`src/rtl/apb_regbank_pkg.sv`:
```
// Shared types, widths and address-map helpers for the APB register-bank slave.
package apb_regbank_pkg;

  localparam int DATA_W = 32;
  localparam int STRB_W = 4;

  typedef enum logic {
    IDLE   = 1'b0,
    ACCESS = 1'b1
  } apb_state_e;

  // Word-index layout: CTRL[0..NUM_RW-1], STATUS[..], INT_EN, INT_PEND.
  function automatic int status_base(input int num_rw);
    return num_rw;
  endfunction

  function automatic int int_en_idx(input int num_rw, input int num_ro);
    return num_rw + num_ro;
  endfunction

  function automatic int int_pend_idx(input int num_rw, input int num_ro);
    return num_rw + num_ro + 1;
  endfunction

  function automatic logic [DATA_W-1:0] strb_to_mask(input logic [STRB_W-1:0] strb);
    logic [DATA_W-1:0] mask;
    for (int b = 0; b < STRB_W; b++) begin
      mask[8*b +: 8] = {8{strb[b]}};
    end
    return mask;
  endfunction

endpackage

```
`src/rtl/apb_access_fsm.sv`:
```
// APB IDLE/ACCESS sequencer with a programmable wait-state counter.
module apb_access_fsm
  import apb_regbank_pkg::*;
#(
  parameter int WAIT_STATES = 0
) (
  input  logic clk,
  input  logic rst_n,
  input  logic psel_i,
  input  logic penable_i,
  output logic pready_o,
  output logic commit_o
);

  localparam logic [3:0] WAIT_CNT = 4'(WAIT_STATES);

  apb_state_e state_q;
  logic [3:0] cnt_q;
  logic       pready_q;

  // NOTE: sequential state uses non-blocking assignments only, so every flop
  // samples pre-edge values regardless of statement order.
  always_ff @(posedge clk or negedge rst_n) begin
    if (!rst_n) begin
      state_q  <= IDLE;
      cnt_q    <= '0;
      pready_q <= 1'b0;
    end else begin
      case (state_q)
        IDLE: begin
          if (psel_i && !penable_i) begin
            state_q  <= ACCESS;
            cnt_q    <= WAIT_CNT;
            pready_q <= (WAIT_CNT == 4'd0);
          end
        end
        ACCESS: begin
          // An aborted transfer (PSEL dropped) returns without completing.
          if (!psel_i || cnt_q == 4'd0) begin
            state_q  <= IDLE;
            pready_q <= 1'b0;
          end else begin
            cnt_q    <= cnt_q - 4'd1;
            pready_q <= (cnt_q == 4'd1);
          end
        end
        default: begin
          state_q  <= IDLE;
          pready_q <= 1'b0;
        end
      endcase
    end
  end

  assign pready_o = pready_q;
  assign commit_o = pready_q & psel_i & penable_i;

endmodule

```
`src/rtl/apb_regbank_slave.sv`:
```
// Parametrised APB4 register bank: RW control, RO status shadows, IRQ enable/pending.
module apb_regbank_slave
  import apb_regbank_pkg::*;
#(
  parameter int ADDR_W      = 6,
  parameter int NUM_RW      = 4,
  parameter int NUM_RO      = 2,
  parameter int IRQ_W       = 8,
  parameter int WAIT_STATES = 0
) (
  input  logic                     PCLK,
  input  logic                     PRESETn,
  input  logic [ADDR_W-1:0]        PADDR,
  input  logic                     PWRITE,
  input  logic                     PSEL,
  input  logic                     PENABLE,
  input  logic [DATA_W-1:0]        PWDATA,
  input  logic [STRB_W-1:0]        PSTRB,
  output logic [DATA_W-1:0]        PRDATA,
  output logic                     PREADY,
  output logic                     PSLVERR,
  output logic [NUM_RW*DATA_W-1:0] ctrl_o,
  input  logic [NUM_RO*DATA_W-1:0] status_i,
  input  logic [IRQ_W-1:0]         event_i,
  output logic                     irq_o
);

  localparam int STATUS_IDX = status_base(NUM_RW);
  localparam int EN_IDX     = int_en_idx(NUM_RW, NUM_RO);
  localparam int PEND_IDX   = int_pend_idx(NUM_RW, NUM_RO);

  if (NUM_RW + NUM_RO + 2 > 2 ** (ADDR_W - 2)) begin : g_map_too_small
    $error("apb_regbank_slave: register map does not fit in ADDR_W");
  end
  if (IRQ_W < 1 || IRQ_W > 32) begin : g_bad_irq_w
    $error("apb_regbank_slave: IRQ_W must be 1..32");
  end
  if (WAIT_STATES < 0 || WAIT_STATES > 15) begin : g_bad_wait
    $error("apb_regbank_slave: WAIT_STATES must be 0..15");
  end

  logic pready, commit;

  apb_access_fsm #(.WAIT_STATES(WAIT_STATES)) u_fsm (
    .clk       (PCLK),
    .rst_n     (PRESETn),
    .psel_i    (PSEL),
    .penable_i (PENABLE),
    .pready_o  (pready),
    .commit_o  (commit)
  );

  logic [DATA_W-1:0] ctrl_q   [NUM_RW];
  logic [DATA_W-1:0] ctrl_d   [NUM_RW];
  logic [DATA_W-1:0] status_q [NUM_RO];
  logic [IRQ_W-1:0]  en_q, en_d;
  logic [IRQ_W-1:0]  pend_q, pend_d;
  logic              irq_q, irq_d;

  int                widx;
  logic              hit_ctrl, hit_status, hit_en, hit_pend, unmapped;
  logic              access_err, wr_ok;
  logic [DATA_W-1:0] mask, rdata;
  logic [IRQ_W-1:0]  clr;

  // NOTE: every always_comb output gets a default first, so no path can infer a latch.
  always_comb begin
    widx       = int'(PADDR[ADDR_W-1:2]);
    hit_ctrl   = (widx < NUM_RW);
    hit_status = (widx >= STATUS_IDX) && (widx < EN_IDX);
    hit_en     = (widx == EN_IDX);
    hit_pend   = (widx == PEND_IDX);
    unmapped   = !(hit_ctrl || hit_status || hit_en || hit_pend);
    access_err = PWRITE ? (hit_status || unmapped) : unmapped;
    wr_ok      = commit && PWRITE && !access_err;
    mask       = strb_to_mask(PSTRB);
  end

  always_comb begin
    for (int k = 0; k < NUM_RW; k++) begin
      ctrl_d[k] = ctrl_q[k];
      if (wr_ok && widx == k) begin
        ctrl_d[k] = (ctrl_q[k] & ~mask) | (PWDATA & mask);
      end
    end
    en_d = en_q;
    if (wr_ok && hit_en) begin
      en_d = (en_q & ~mask[IRQ_W-1:0]) | (PWDATA[IRQ_W-1:0] & mask[IRQ_W-1:0]);
    end
    clr = '0;
    if (wr_ok && hit_pend) begin
      clr = PWDATA[IRQ_W-1:0] & mask[IRQ_W-1:0];
    end
    // OR-ing events after the clear makes a same-cycle event win over W1C.
    pend_d = (pend_q & ~clr) | event_i;
    irq_d  = |(pend_q & en_q);
  end

  // NOTE: the register arrays are reset explicitly; software relies on known-zero controls.
  always_ff @(posedge PCLK or negedge PRESETn) begin
    if (!PRESETn) begin
      for (int k = 0; k < NUM_RW; k++) ctrl_q[k] <= '0;
      for (int j = 0; j < NUM_RO; j++) status_q[j] <= '0;
      en_q   <= '0;
      pend_q <= '0;
      irq_q  <= 1'b0;
    end else begin
      for (int k = 0; k < NUM_RW; k++) ctrl_q[k] <= ctrl_d[k];
      for (int j = 0; j < NUM_RO; j++) status_q[j] <= status_i[DATA_W*j +: DATA_W];
      en_q   <= en_d;
      pend_q <= pend_d;
      irq_q  <= irq_d;
    end
  end

  always_comb begin
    rdata = '0;
    for (int k = 0; k < NUM_RW; k++) begin
      if (widx == k) rdata = ctrl_q[k];
    end
    for (int j = 0; j < NUM_RO; j++) begin
      if (widx == STATUS_IDX + j) rdata = status_q[j];
    end
    if (hit_en)   rdata[IRQ_W-1:0] = en_q;
    if (hit_pend) rdata[IRQ_W-1:0] = pend_q;
  end

  always_comb begin
    for (int k = 0; k < NUM_RW; k++) begin
      ctrl_o[DATA_W*k +: DATA_W] = ctrl_q[k];
    end
  end

  assign PREADY  = pready;
  assign PSLVERR = pready && PSEL && access_err;
  assign PRDATA  = (pready && PSEL && !PWRITE && !access_err) ? rdata : '0;
  assign irq_o   = irq_q;

endmodule

```
`config.mk`:
```
export PLATFORM = sky130hd
export DESIGN_NAME = apb_regbank_slave
export DESIGN_NICKNAME = d
export VERILOG_FILES = /design/src/rtl/apb_regbank_pkg.sv /design/src/rtl/apb_access_fsm.sv /design/src/rtl/apb_regbank_slave.sv
export SDC_FILE = /design/constraint.sdc
export NUM_CORES = 1
export LEC_CHECK = 0
export ABC_AREA = 1
export CAP_MARGIN = 20
export CORE_ASPECT_RATIO = 0.75
export CORE_MARGIN = 1.5
export CORE_UTILIZATION = 47
export DETAILED_ROUTE_END_ITERATION = 8
export GPL_TIMING_DRIVEN = 1
export PLACE_DENSITY = 0.8
export SLEW_MARGIN = 20
export SYNTH_ARGS = -nofsm -noshare
export SYNTH_HDL_FRONTEND = slang
export SYNTH_SLANG_ARGS = --single-unit
```
`constraint.sdc`:
```
create_clock -name PCLK -period 1.7 [get_ports PCLK]
set_input_delay 0.17 -clock PCLK [delete_from_list [all_inputs] [get_ports PCLK]]
set_output_delay 0.17 -clock PCLK [all_outputs]
set_load 0.02 [all_outputs]
```
Yosys cells after proc, flatten, opt, wreduce, memory -nomap -nowiden

Cells that the tools add are included.

Add/subtract/negate cells: 1
Multipliers: 0
Div/mod/pow operators: 0
$lt $le $gt $ge: 3
Equality and inequality tests: 10
Shift-type cells: 0
Mux-type cells: 20
Bitwise operators: 21
Reduce and logical (&&, ||, !) cells: 28

Operators by type and width:

| cell               | number |
|---|---|
| $mux 32            | 7 |
| $and 32x32->32     | 5 |
| $or 32x32->32      | 4 |
| $and 8x8->8        | 4 |
| $logic_not 32->1   | 1 |
| $not 32->32        | 1 |
| $mux 8             | 3 |
| $eq 4x4->1 const B | 4 |
| $not 8->8          | 2 |
| $or 8x8->8         | 2 |
| $logic_and 1x1->1  | 14 |
| $eq 4x3->1 const B | 2 |
| $lt 4x3->1 const B | 2 |
| $mux 4             | 2 |
| $pmux 4 s2         | 1 |
| $reduce_or 8->1    | 1 |
| $logic_not 1->1    | 5 |
| $logic_or 1x1->1   | 5 |
| $mux 1             | 5 |
| $eq 4x1->1 const B | 1 |
| $eq 4x2->1 const B | 1 |
| $ge 4x3->1 const B | 1 |
| $logic_not 4->1    | 1 |
| $pmux 1 s2         | 2 |
| other kinds (6)    | 7 |

Bits in registers: 215
Latch bits: 0
RAM bits: 0
ROM bits: 0
Input port bits: 119
Output and inout port bits: 163
Word-level logic and storage cells: 95
Memories kept: 0

Logic depth before layout (Yosys ltp)

Depth after elaboration: 15
Depth in mapped cells: 12
Gate-level depth less buffers: 11

Cells and area by module

Synthesis repeated with hierarchy kept, for this count alone.

Cell total of the unflattened synthesis: 1030
Area total of the unflattened synthesis: 9068.7 um2

By module, submodules not included:

| module            | instances | cells each | area an instance (um2) | seq. area each (um2) |
|---|---|---|---|---|
| apb_regbank_slave | 1         | 982        | 8675.8                 | 5230.0 |
| apb_access_fsm    | 1         | 48         | 392.9                  | 150.1 |

Least setup slack after synthesis

Ideal clock, no wire load.

Path kind: input-to-output
From: input PADDR[2]
To: output PRDATA[10]
Arrival: 1555 ps
Data required time: 1530 ps
Path slack: -25 ps
Stages on the path: 7
Buffers on the path: 2
Cell sequence: buf_2 -> nor2_2 -> nand2_1 -> inv_1 -> clkbuf_1 -> a21oi_1 -> a21oi_1

Longest elaborated chain between the ends: 11
Elaborated cells on any way between the ends: 27
Classes of those cells: 3 x order compare; 7 x eq/ne; 8 x mux; 9 x reduce/logical

RTL lines:

| what                                     | line                     | source |
|---|---|---|
| start: declaration                       | apb_regbank_slave.sv:13  | `input logic [ADDR_W-1:0] PADDR,` |
| $ge 4x3->1 or $lt 4x3->1 (tied branches) | apb_regbank_slave.sv:70  | `hit_status = (widx >= STATUS_IDX) && (widx < EN_IDX);` |
| $logic_and 1x1->1                        | apb_regbank_slave.sv:70  |  |
| $logic_or 1x1->1 (3 in a row)            | apb_regbank_slave.sv:73  | `unmapped = !(hit_ctrl \|\| hit_status \|\| hit_en \|\| hit_pend);` |
| $logic_not 1->1                          | apb_regbank_slave.sv:73  |  |
| $logic_or 1x1->1                         | apb_regbank_slave.sv:74  | `access_err = PWRITE ? (hit_status \|\| unmapped) : unmapped;` |
| $mux 1                                   | apb_regbank_slave.sv:74  |  |
| $logic_not 1->1                          | apb_regbank_slave.sv:136 | `assign PRDATA = (pready && PSEL && !PWRITE && !access_err) ? rdata : '0;` |
| $logic_and 1x1->1                        | apb_regbank_slave.sv:136 |  |
| $mux 32 *                                | apb_regbank_slave.sv:136 |  |
| end: declaration                         | apb_regbank_slave.sv:19  | `output logic [DATA_W-1:0] PRDATA,` |

Mark *: on every way between the ends. The rest lies on a longest branch, timed or not.

Final worst setup path

From: register u_fsm.pready_q (netlist: u_fsm.pready_o)
To: output PRDATA[24]

Longest elaborated chain between the ends: 4

RTL lines:

| what                           | line                     | source |
|---|---|---|
| start: declaration             | apb_access_fsm.sv:19     | `logic pready_q;` |
| start signal: assignment       | apb_access_fsm.sv:34     | `pready_q <= (WAIT_CNT == 4'd0);` |
| start signal: assignment       | apb_access_fsm.sv:44     | `pready_q <= (cnt_q == 4'd1);` |
| $logic_and 1x1->1 (3 in a row) | apb_regbank_slave.sv:136 |  |
| $mux 32                        | apb_regbank_slave.sv:136 |  |

No other way between the ends.

==> qor.csv <==
metric;value;unit
TritonCTS Buffers;22;
Worst-Margin Slew;425.0;ps
H-tree Lvls;1;
Antenna Nets Post-Route;0;
# nets final;1547;
sequential share of power;0.453;
Initial DRT Pass Iterations;5;
global route overflow;0;
most frequent cells in the layout;nand2_1 (252), dfrtp_1 (215), clkdlybuf4s50_1 (119);
worst setup margin;-238.6;ps
Yosys reg bits;215;
Clock Pin Slew Worst Setup and Hold Paths;60;ps
initial antenna violation count;3;
maxcap violations;0;
RSZ-0062 raised after global routing;true;
Netlist cell types;31;
via count;9241;
hpwl dp;22.43;mm
synth warn;0;
critical path peak fanout;8;
layout cells sized above 1;0.2314;
internal power;9.032;mW
Setup CP Type;reg -> out;
Seq/Total Area, Yosys;0.5873;
via-per-instance ratio;5.455;
Cells after DPL;1620;
root buf cell;clkbuf_16;
Fmax;515.8;MHz
Clock Latency Late Sink;510;ps
Hold Crit Class;in -> reg;
failing checks;negative setup slack;
Area Overhead vs Synth;60.58;%
clk_skew;16.49;ps
setup TNS;-5924;ps
met1 Use GR;0.4282;
FP Rows;44;
post-place setup slack;-924.8;ps
Psw;3.265;mW
crit share post-route;1.140;
DRC marker count from the first detailed-route iteration;938;
worst vdd ir;0.5754;mV
Final GP Congestion;0.9271;
synthesized area;9161;sq um
combinational share of power;0.162;
final setup vio count;32;
LEAKAGE;7.890;nW
crit end category;primary output;
wire per inst;19.76;um
number of port buffers;279;
I/O pin cnt;282;
status;finished, violations left;
switch share;0.2655;
fin area;14710;sq um
M3 GR Usage;0.08924;
leading cell type in the layout, fill and taps excluded;nand2_1;
Residual DRC;0;
Pwr Density;835.8;nW/um^2
Slew Viols, Final;0;
largest net degree at the start of global routing;48;
instance count of the mapped netlist;1036;
GR Layer Usage met2;0.4963;
clock network fraction of total power;0.385;
Syn Area/Cell;8.843;sq um
Num Clock Sinks;215;
FF+latch area;5380;sq um
CTS Buffer Depth;3;
number of global-route vias before repair;8795;
Tot Pwr;12.30;mW
Final Hold Fails;0;
DP Area;13130;sq um
FILL cells;1311;
CORE AREA;19210;sq um
chip width;164.2;um
top_reg_cell synth;dfrtp_1;
number of synthesized flops with an enable pin;0;
GRT Util Overall;0.3184;
TritonCTS clock tree;done;
Non-Filler Instances;1694;
die height;123.9;um
Initial Util;0.4768;
GRT Max-Usage Layer;met2;
post-route core utilization;0.7657;
crit path DAT;1770;ps
Post-Route WL;33.48;mm
max_slew headroom;0.7158;
multi-input logic area;3750;sq um
CP required;1530;ps
Synth Net Count;1158;
first-pass GRT wire length;48.45;mm
die area;20350;sq um
minimum clock period;1939;ps
Async SR Flop Fraction;1.000;
crit start category;register;
worst hold slack;100.4;ps
Yosys cell counts (11+ instances only):
library cell | instances | share of area
a21oi_1 | 74 | 0.040
buf_2 | 25 | 0.014
clkbuf_1 | 14 | 0.0057
dfrtp_1 | 215 | 0.59
inv_1 | 81 | 0.033
nand2_1 | 276 | 0.11
nand2_2 | 18 | 0.012
nand3_1 | 74 | 0.040
nor2_1 | 31 | 0.013
o21ai_0 | 76 | 0.042
o21ai_1 | 97 | 0.053
or2_2 | 11 | 0.0075
worst max-delay path, stage by stage (launching register included):
cell and delay (ps):
dfrtp_1 360, nand2_2 70, inv_2 80, nand3_4 110
inv_6 100, buf_12 140, o21ai_2 60, a21oi_2 160
buf_4 170
logic make-up after synthesis:
family | share of synthesized area
fa+ha+maj | 0.004098
xor+xnor | 0.001912
flops | 0.5873
buf+inv | 0.05709
compound gates | 0.1424
simple gates | 0.2072
metal layers:
layer,share of wire,routed length [um]
met5,0.00039,13
met4,0.029,977
met3,0.11,3554
met2,0.46,15350
met1,0.41,13580
power by group through the flow:
stage               Sequential [mW]  Clock [mW]  Combinational [mW]
floorplan                      5.79           0               0.576
global placement               5.63           0                1.82
detailed placement             5.64           0                1.86
CTS                            5.56        4.76                1.94
global route                   5.59        4.99                2.12
finish                         5.57        4.74                1.99
worst paths after layout:
check	from	end	slack, ps	cells past startpoint
min	status_i[31]	status_q[63]	100	1
max reg2reg	u_fsm.pready_o	register	40	11
min in group asynchronous	PRESETn	async pin	170	2
max	u_fsm.pready_o	PRDATA[24]	-240	8
max in group asynchronous	PRESETn	async pin	870	3
min reg2reg	register	register	510	2
area by class of cell:
cell class / instances / area share
Clock buffer: 32 / 0.04346
Sequential cell: 215 / 0.3657
Tap cell: 253 / 0.02152
Clock inverter: 6 / 0.003742
Multi-Input combinational cell: 696 / 0.2549
Antenna cell: 2 / 0.0003402
Timing Repair Buffer: 406 / 0.2884
Inverter: 84 / 0.02194
timing repair:
| item | 4_1_cts | 5_1_grt |
|---|---|---|
| endpoints found under the hold margin | 169 | 0 |
| endpoints found under the setup margin | 151 | 201 |
| buffers inserted | 12 | 13 |
| cloned | 6 | 3 |
| hold buffers | 1 | 0 |
| gates resized for setup | 340 | 125 |
| pin swaps | 28 | 17 |
Power figures use the tool's default switching activity.
